$ cat src/rtl/mat_vec_mac_stream_if.sv
// Handshake bundle for the streaming matrix-vector MAC engine: job control,
// vector and matrix operand streams, and the result stream.
interface mat_vec_mac_stream_if #(
  parameter int DATA_W = 16,
  parameter int OUT_W  = 32,
  parameter int ROW_W  = 2
);
  logic                     start;
  logic                     keep_vec;
  logic                     vec_valid;
  logic                     vec_ready;
  logic signed [DATA_W-1:0] vec_data;
  logic                     mat_valid;
  logic                     mat_ready;
  logic signed [DATA_W-1:0] mat_data;
  logic                     res_valid;
  logic                     res_ready;
  logic signed [OUT_W-1:0]  res_data;
  logic [ROW_W-1:0]         res_row;
  logic                     res_last;
  logic                     busy;
  logic                     vec_loaded;

  // Producer/consumer side (drives operands and accepts results)
  modport master (
    output start, keep_vec, vec_valid, vec_data, mat_valid, mat_data, res_ready,
    input  vec_ready, mat_ready, res_valid, res_data, res_row, res_last, busy, vec_loaded
  );

  // Engine side
  modport slave (
    input  start, keep_vec, vec_valid, vec_data, mat_valid, mat_data, res_ready,
    output vec_ready, mat_ready, res_valid, res_data, res_row, res_last, busy, vec_loaded
  );
endinterface

$ cat src/rtl/mat_vec_mac_stream.sv
// Sequential signed matrix-vector multiplier: loads a NUM_COLS vector, then
// streams the matrix row-major through one MAC and emits one result per row.
// The stored vector survives across jobs so it can be reused with keep_vec.
module mat_vec_mac_stream #(
  parameter int NUM_ROWS = 3,
  parameter int NUM_COLS = 4,
  parameter int DATA_W   = 16,
  parameter int OUT_W    = 32,
  parameter int SAT      = 1
) (
  input logic                 clk,
  input logic                 rst_n,
  mat_vec_mac_stream_if.slave io
);

  // Accumulator wide enough that a full row of products can never overflow
  localparam int ACC_W = 2 * DATA_W + $clog2(NUM_COLS) + 1;
  localparam int ROW_W = (NUM_ROWS > 1) ? $clog2(NUM_ROWS) : 1;
  localparam int COL_W = (NUM_COLS > 1) ? $clog2(NUM_COLS) : 1;
  localparam logic [ROW_W-1:0] LAST_ROW = ROW_W'(NUM_ROWS - 1);
  localparam logic [COL_W-1:0] LAST_COL = COL_W'(NUM_COLS - 1);
  localparam logic signed [ACC_W-1:0] SAT_MAX =
    {{(ACC_W - OUT_W + 1){1'b0}}, {(OUT_W - 1){1'b1}}};
  localparam logic signed [ACC_W-1:0] SAT_MIN =
    {{(ACC_W - OUT_W + 1){1'b1}}, {(OUT_W - 1){1'b0}}};

  typedef enum logic [1:0] {
    S_IDLE,
    S_LOAD_VEC,
    S_MAC,
    S_DRAIN
  } state_t;

  logic [1:0]               rst_sync_q;
  logic                     rst_int_n;
  state_t                   state_q;
  logic [COL_W-1:0]         col_cnt_q;
  logic [ROW_W-1:0]         row_cnt_q;
  logic signed [ACC_W-1:0]  acc_q;
  logic                     res_valid_q;
  logic signed [OUT_W-1:0]  res_data_q;
  logic [ROW_W-1:0]         res_row_q;
  logic                     res_last_q;
  logic                     vec_loaded_q;
  logic signed [DATA_W-1:0] vec_mem [NUM_COLS];

  logic                       mat_ready_d;
  logic                       mat_fire;
  logic                       res_fire;
  logic signed [2*DATA_W-1:0] prod_d;
  logic signed [ACC_W-1:0]    acc_base_d;
  logic signed [ACC_W-1:0]    acc_sum_d;
  logic signed [OUT_W-1:0]    res_conv_d;

  // Reset asserts asynchronously but releases two clocks later, in step with clk
  always_ff @(posedge clk or negedge rst_n) begin
    if (!rst_n) rst_sync_q <= 2'b00;
    else        rst_sync_q <= {rst_sync_q[0], 1'b1};
  end
  assign rst_int_n = rst_sync_q[1];

  // Handshake qualifiers; matrix beats stall while a result is waiting
  assign mat_ready_d = (state_q == S_MAC) && !res_valid_q;
  assign mat_fire    = mat_ready_d && io.mat_valid;
  assign res_fire    = res_valid_q && io.res_ready;

  // MAC datapath: first column of a row restarts the sum from zero
  always_comb begin
    prod_d     = io.mat_data * vec_mem[col_cnt_q];
    acc_base_d = (col_cnt_q == '0) ? '0 : acc_q;
    acc_sum_d  = acc_base_d + {{(ACC_W - 2*DATA_W){prod_d[2*DATA_W-1]}}, prod_d};
  end

  // Narrow the finished row sum to the output width: clamp or wrap
  generate
    if (SAT != 0) begin : g_sat
      always_comb begin
        if (acc_sum_d > SAT_MAX)      res_conv_d = SAT_MAX[OUT_W-1:0];
        else if (acc_sum_d < SAT_MIN) res_conv_d = SAT_MIN[OUT_W-1:0];
        else                          res_conv_d = acc_sum_d[OUT_W-1:0];
      end
    end else begin : g_wrap
      assign res_conv_d = acc_sum_d[OUT_W-1:0];
    end
  endgenerate

  // Vector storage: written only during LOAD_VEC, contents kept across jobs
  always_ff @(posedge clk) begin
    if (state_q == S_LOAD_VEC && io.vec_valid) vec_mem[col_cnt_q] <= io.vec_data;
  end

  // Control FSM with counters, accumulator and the result holding register
  always_ff @(posedge clk or negedge rst_int_n) begin
    if (!rst_int_n) begin
      state_q      <= S_IDLE;
      col_cnt_q    <= '0;
      row_cnt_q    <= '0;
      acc_q        <= '0;
      res_valid_q  <= 1'b0;
      res_data_q   <= '0;
      res_row_q    <= '0;
      res_last_q   <= 1'b0;
      vec_loaded_q <= 1'b0;
    end else begin
      if (res_fire) res_valid_q <= 1'b0;
      case (state_q)
        S_IDLE: begin
          if (io.start) begin
            col_cnt_q <= '0;
            row_cnt_q <= '0;
            // A reuse request without a stored vector falls back to a load
            state_q   <= (io.keep_vec && vec_loaded_q) ? S_MAC : S_LOAD_VEC;
          end
        end
        S_LOAD_VEC: begin
          if (io.vec_valid) begin
            if (col_cnt_q == LAST_COL) begin
              col_cnt_q    <= '0;
              vec_loaded_q <= 1'b1;
              state_q      <= S_MAC;
            end else begin
              col_cnt_q <= col_cnt_q + 1'b1;
            end
          end
        end
        S_MAC: begin
          if (mat_fire) begin
            acc_q <= acc_sum_d;
            if (col_cnt_q == LAST_COL) begin
              col_cnt_q   <= '0;
              res_valid_q <= 1'b1;
              res_data_q  <= res_conv_d;
              res_row_q   <= row_cnt_q;
              res_last_q  <= (row_cnt_q == LAST_ROW);
              if (row_cnt_q == LAST_ROW) begin
                row_cnt_q <= '0;
                state_q   <= S_DRAIN;
              end else begin
                row_cnt_q <= row_cnt_q + 1'b1;
              end
            end else begin
              col_cnt_q <= col_cnt_q + 1'b1;
            end
          end
        end
        S_DRAIN: begin
          if (res_fire) state_q <= S_IDLE;
        end
        default: state_q <= S_IDLE;
      endcase
    end
  end

  assign io.vec_ready  = (state_q == S_LOAD_VEC);
  assign io.mat_ready  = mat_ready_d;
  assign io.res_valid  = res_valid_q;
  assign io.res_data   = res_data_q;
  assign io.res_row    = res_row_q;
  assign io.res_last   = res_last_q;
  assign io.busy       = (state_q != S_IDLE);
  assign io.vec_loaded = vec_loaded_q;

endmodule

$ cat src/flat_wrapper.sv
// flat-port wrapper written by rule: the top's interface ports become plain ports
module mat_vec_mac_stream_flat 
#(
  parameter int NUM_ROWS = 3,
  parameter int NUM_COLS = 4,
  parameter int DATA_W   = 16,
  parameter int OUT_W    = 32,
  parameter int SAT      = 1
)
  (clk, rst_n, io_start, io_keep_vec, io_vec_valid, io_vec_data, io_mat_valid, io_mat_data, io_res_ready, io_vec_ready, io_mat_ready, io_res_valid, io_res_data, io_res_row, io_res_last, io_busy, io_vec_loaded);
  mat_vec_mac_stream_if #(.DATA_W(DATA_W), .OUT_W(OUT_W)) io_i ();
  input logic clk;
  input logic rst_n;
  input wire logic [$bits(io_i.start)-1:0] io_start;
  input wire logic [$bits(io_i.keep_vec)-1:0] io_keep_vec;
  input wire logic [$bits(io_i.vec_valid)-1:0] io_vec_valid;
  input wire logic [$bits(io_i.vec_data)-1:0] io_vec_data;
  input wire logic [$bits(io_i.mat_valid)-1:0] io_mat_valid;
  input wire logic [$bits(io_i.mat_data)-1:0] io_mat_data;
  input wire logic [$bits(io_i.res_ready)-1:0] io_res_ready;
  output wire logic [$bits(io_i.vec_ready)-1:0] io_vec_ready;
  output wire logic [$bits(io_i.mat_ready)-1:0] io_mat_ready;
  output wire logic [$bits(io_i.res_valid)-1:0] io_res_valid;
  output wire logic [$bits(io_i.res_data)-1:0] io_res_data;
  output wire logic [$bits(io_i.res_row)-1:0] io_res_row;
  output wire logic [$bits(io_i.res_last)-1:0] io_res_last;
  output wire logic [$bits(io_i.busy)-1:0] io_busy;
  output wire logic [$bits(io_i.vec_loaded)-1:0] io_vec_loaded;
  assign io_i.start = io_start;
  assign io_i.keep_vec = io_keep_vec;
  assign io_i.vec_valid = io_vec_valid;
  assign io_i.vec_data = io_vec_data;
  assign io_i.mat_valid = io_mat_valid;
  assign io_i.mat_data = io_mat_data;
  assign io_i.res_ready = io_res_ready;
  assign io_vec_ready = io_i.vec_ready;
  assign io_mat_ready = io_i.mat_ready;
  assign io_res_valid = io_i.res_valid;
  assign io_res_data = io_i.res_data;
  assign io_res_row = io_i.res_row;
  assign io_res_last = io_i.res_last;
  assign io_busy = io_i.busy;
  assign io_vec_loaded = io_i.vec_loaded;
  mat_vec_mac_stream #(.NUM_ROWS(NUM_ROWS), .NUM_COLS(NUM_COLS), .DATA_W(DATA_W), .OUT_W(OUT_W), .SAT(SAT)) u_core (.clk(clk), .rst_n(rst_n), .io(io_i));
endmodule
$ cat config.mk
export PLATFORM = sky130hd
export DESIGN_NAME = mat_vec_mac_stream_flat
export DESIGN_NICKNAME = d
export VERILOG_FILES = /design/src/rtl/mat_vec_mac_stream_if.sv /design/src/rtl/mat_vec_mac_stream.sv /design/src/flat_wrapper.sv
export SDC_FILE = /design/constraint.sdc
export NUM_CORES = 1
export LEC_CHECK = 0
export CAP_MARGIN = 15
export CORE_ASPECT_RATIO = 0.75
export CORE_MARGIN = 3
export CORE_UTILIZATION = 30
export CTS_CLUSTER_DIAMETER = 120
export DETAILED_ROUTE_END_ITERATION = 7
export PLACE_DENSITY = 0.53
export SYNTH_ARGS = -nofsm -noshare
export SYNTH_HDL_FRONTEND = slang
export SYNTH_SLANG_ARGS = --single-unit
$ cat constraint.sdc
create_clock -name clk -period 6.8 [get_ports clk]
set_input_delay 0.68 -clock clk [delete_from_list [all_inputs] [get_ports clk]]
set_output_delay 0.68 -clock clk [all_outputs]
set_load 0.01 [all_outputs]
==> qor.yml <==
die:
  core-area_sq_um: 58200
  start_util: 0.3075
  die_y_microns: 217.5
  num_rows: 76
  die_x_microns: 288.0
  boundaryPins: 79
  dieArea_sq_um: 62650
timing:
  slew_violations: 0
  rsz0062_at_grt: "true"
  finClkSkew_ns: 0.01550
  report.final.setup_viol: 58
  hold_ws_ns: 0.2541
  period_minus_slack_ns: 8.960
  hold_viol: 0
  period_share: 1.318
  max-slew-margin-rel: 0.2771
  setup_slack_ns: -2.160
  tightest_slew_ns: 1.084
  max_freq_mhz: 111.6
grt:
  gr-total-overflow: 0
  grt.total_usage: 0.1739
  grt_max_degree: 79
  grt_pass1_wl_microns: 86700
  antenna_found_initial: 2
  grt_pass1_vias: 15541
detailed_routing:
  vias: 14499
  drt-total-wl_microns: 52500
  drtIter0Drc: 979
  ant_nets: 0
  drc: 0
  post_drt_wl_per_cell_microns: 17.17
  firstDrtPassIters: 5
  vias_per_cell: 4.743
synthesis:
  synth-edff-count: 64
  ys_types: 73
  synthCells: 1875
  synth_mux_area_frac: 0.02636
  synth-async-reset-ratio: 0.5556
  synth.avg_cell_area_sq_um: 9.545
  synth_top_family_by_area: "adder cells"
  yosys.area_share.simple: 0.1691
  synth.net_count: 2303
  synthFlopType: "dfrtp_1"
  syn_area_sq_um: 17900
  synth_compound_area_frac: 0.08753
  synth_xor_area_frac: 0.03237
  synth_fa_ha_area_frac: 0.3823
  yosys_warnings: 0
  ys_seq_area_frac: 0.2192
  ys_ff_latch: 144
critical_path:
  cp.required_ns: 7.16
  slowest_stage: "mux4_2"
  start_kind: "flip-flop"
  worst-path-stages: 36
  endpoint_kind: "flip-flop"
  worst-path-max-fanout: 15
  crit_type: "flip-flop to flip-flop"
  critPathTopFamily: "adder cells"
  critical_path_buf_inv_count: 7
  cpMostUsedCell: "fa_1"
  cpPeakStageDelay_ns: 0.63
  rr_worst_depth: 36
  arrival_ns: 9.32
run:
  drv_cap: 0
placement:
  portBuffers: 78
  place_area_sq_um: 22010
  gp_congestion: 0.8819
  place_inst: 2951
  pre_cts_slack_ns: -2.211
  dpl.hpwl_microns: 39470
min_path:
  min_path_type: "flip-flop to async pin"
cts:
  cts_tree: "yes"
  ctsHoldBuffers: 0
  root_buffer: "clkbuf_16"
  clk_pin_slew_ns: 0.07
  cts_buffer_depth: 2
  clk_latency_ns: 0.44
  numCtsBuffers: 17
  htree_levels: 4
  numClockSinks: 144
cells_and_area:
  final_cell_count_no_fill: 3057
  final_common_cell: "inv_1"
  layout.nets: 2692
  stdcell_area_sq_um: 24410
  final_cell_mix: "inv_1 (296), buf_4 (295), fa_1 (247)"
  antenna_cells: 0
  area_growth_pct: 36.42
  nFillCells: 5579
  drive_gt1_frac: 0.2815
status:
  status: "finished, violations left"
  violations: "setup timing"
final timing paths:
path | end | slack, ns | startpoint
max reg2reg | u_core.io.res_data[0]$_DFFE_PN0P_ | -2.16 | u_core.col_cnt_q[0]$_DFFE_PN0P_
max in group asynchronous | u_core.io.res_data[27]$_DFFE_PN0P_ | 5.93 | u_core.rst_sync_q[1]$_DFF_PN0_
min in group clk | u_core.rst_sync_q[1]$_DFF_PN0_ | 0.35 | u_core.rst_sync_q[0]$_DFF_PN0_
max | u_core.io.res_data[0]$_DFFE_PN0P_ | -2.16 | u_core.col_cnt_q[0]$_DFFE_PN0P_
min | u_core.acc_q[7]$_DFFE_PN0P_ | 0.25 | u_core.rst_sync_q[1]$_DFF_PN0_
min reg2reg | u_core.acc_q[7]$_DFFE_PN0P_ | 0.25 | u_core.rst_sync_q[1]$_DFF_PN0_
sequential cells by signal (all words and copies together) (netlist names):
name	count
u_core.rst_sync_q	2
u_core.io.res_last	1
u_core.state_q	2
u_core.io.vec_loaded	1
u_core.acc_q	35
u_core.io.res_row	2
u_core.io.res_valid	1
u_core.io.res_data	32
u_core.row_cnt_q	2
u_core.vec_mem	64
u_core.col_cnt_q	2
synth_stat cells, types with 4 or more instances:
library cell / instances / area share
inv_1: 318 / 0.067
fa_1: 263 / 0.29
nand2_1: 262 / 0.055
ha_1: 126 / 0.088
and2_1: 124 / 0.043
dfrtp_1: 80 / 0.11
nor2_1: 69 / 0.014
o21ai_0: 67 / 0.019
edfxtp_1: 64 / 0.11
a21oi_1: 59 / 0.016
clkbuf_1: 56 / 0.012
nand3_1: 45 / 0.013
xnor2_1: 43 / 0.021
nor2b_1: 40 / 0.014
a21o_1: 27 / 0.011
nand4_1: 21 / 0.0073
nor3_1: 18 / 0.0050
xor2_1: 18 / 0.0088
mux4_2: 15 / 0.019
and3_1: 11 / 0.0038
nand2b_1: 11 / 0.0038
mux2_2: 8 / 0.0050
o2111ai_1: 8 / 0.0039
o211ai_1: 7 / 0.0029
o21a_1: 7 / 0.0029
or2_2: 7 / 0.0024
o21ai_1: 6 / 0.0017
o21bai_1: 6 / 0.0025
or3_1: 6 / 0.0021
a211oi_1: 5 / 0.0021
buf_6: 4 / 0.0025
o31a_1: 4 / 0.0020
metrics by stage:
stage / TNS (ns) / util
after floorplan: -64.74 / -
after global placement: -100.02 / 0.3781
after detailed placement: -102.12 / 0.3781
after CTS: -98.58 / 0.4129
after global routing: -121.22 / 0.4195
final: -101.59 / 0.4195
logic make-up after synthesis:
logic type / after synthesis
simple gates: 626
compound gates: 239
other cells: 1
fa+ha+maj: 389
flops: 144
buf+inv: 386
mux: 27
xor+xnor: 63
cell type report:
class / instances / area [sq um] / share of cell area
flip-flops and latches: 144 / 3929 / 0.1609
multi-input cells: 1349 / 13830 / 0.5664
well taps: 780 / 975.9 / 0.03997
inverters: 319 / 1200 / 0.04915
repair buffers: 433 / 3852 / 0.1578
clock inverters: 12 / 138.9 / 0.005688
clock buffers: 20 / 489.2 / 0.02004
per-layer routing:
layer / up-vias / track usage / wire length (microns)
met5: - / 0 / 13
met4: 2 / 0.03881 / 1126
met3: 65 / 0.02863 / 2828
met2: 424 / 0.2618 / 22550
met1: 7212 / 0.2614 / 25980
li1: 6796 / - / -
timing repair:
| action | CTS | global route |
|---|---|---|
| gates cloned | 5 | 2 |
| gates resized for setup | 205 | 57 |
| setup endpoints to repair | 57 | 59 |
| pin swaps | 80 | 47 |
| setup buffers | 66 | 11 |
Power is not shown: default switching activity piles up to over one toggle a cycle in this logic, so the estimate is an artifact.
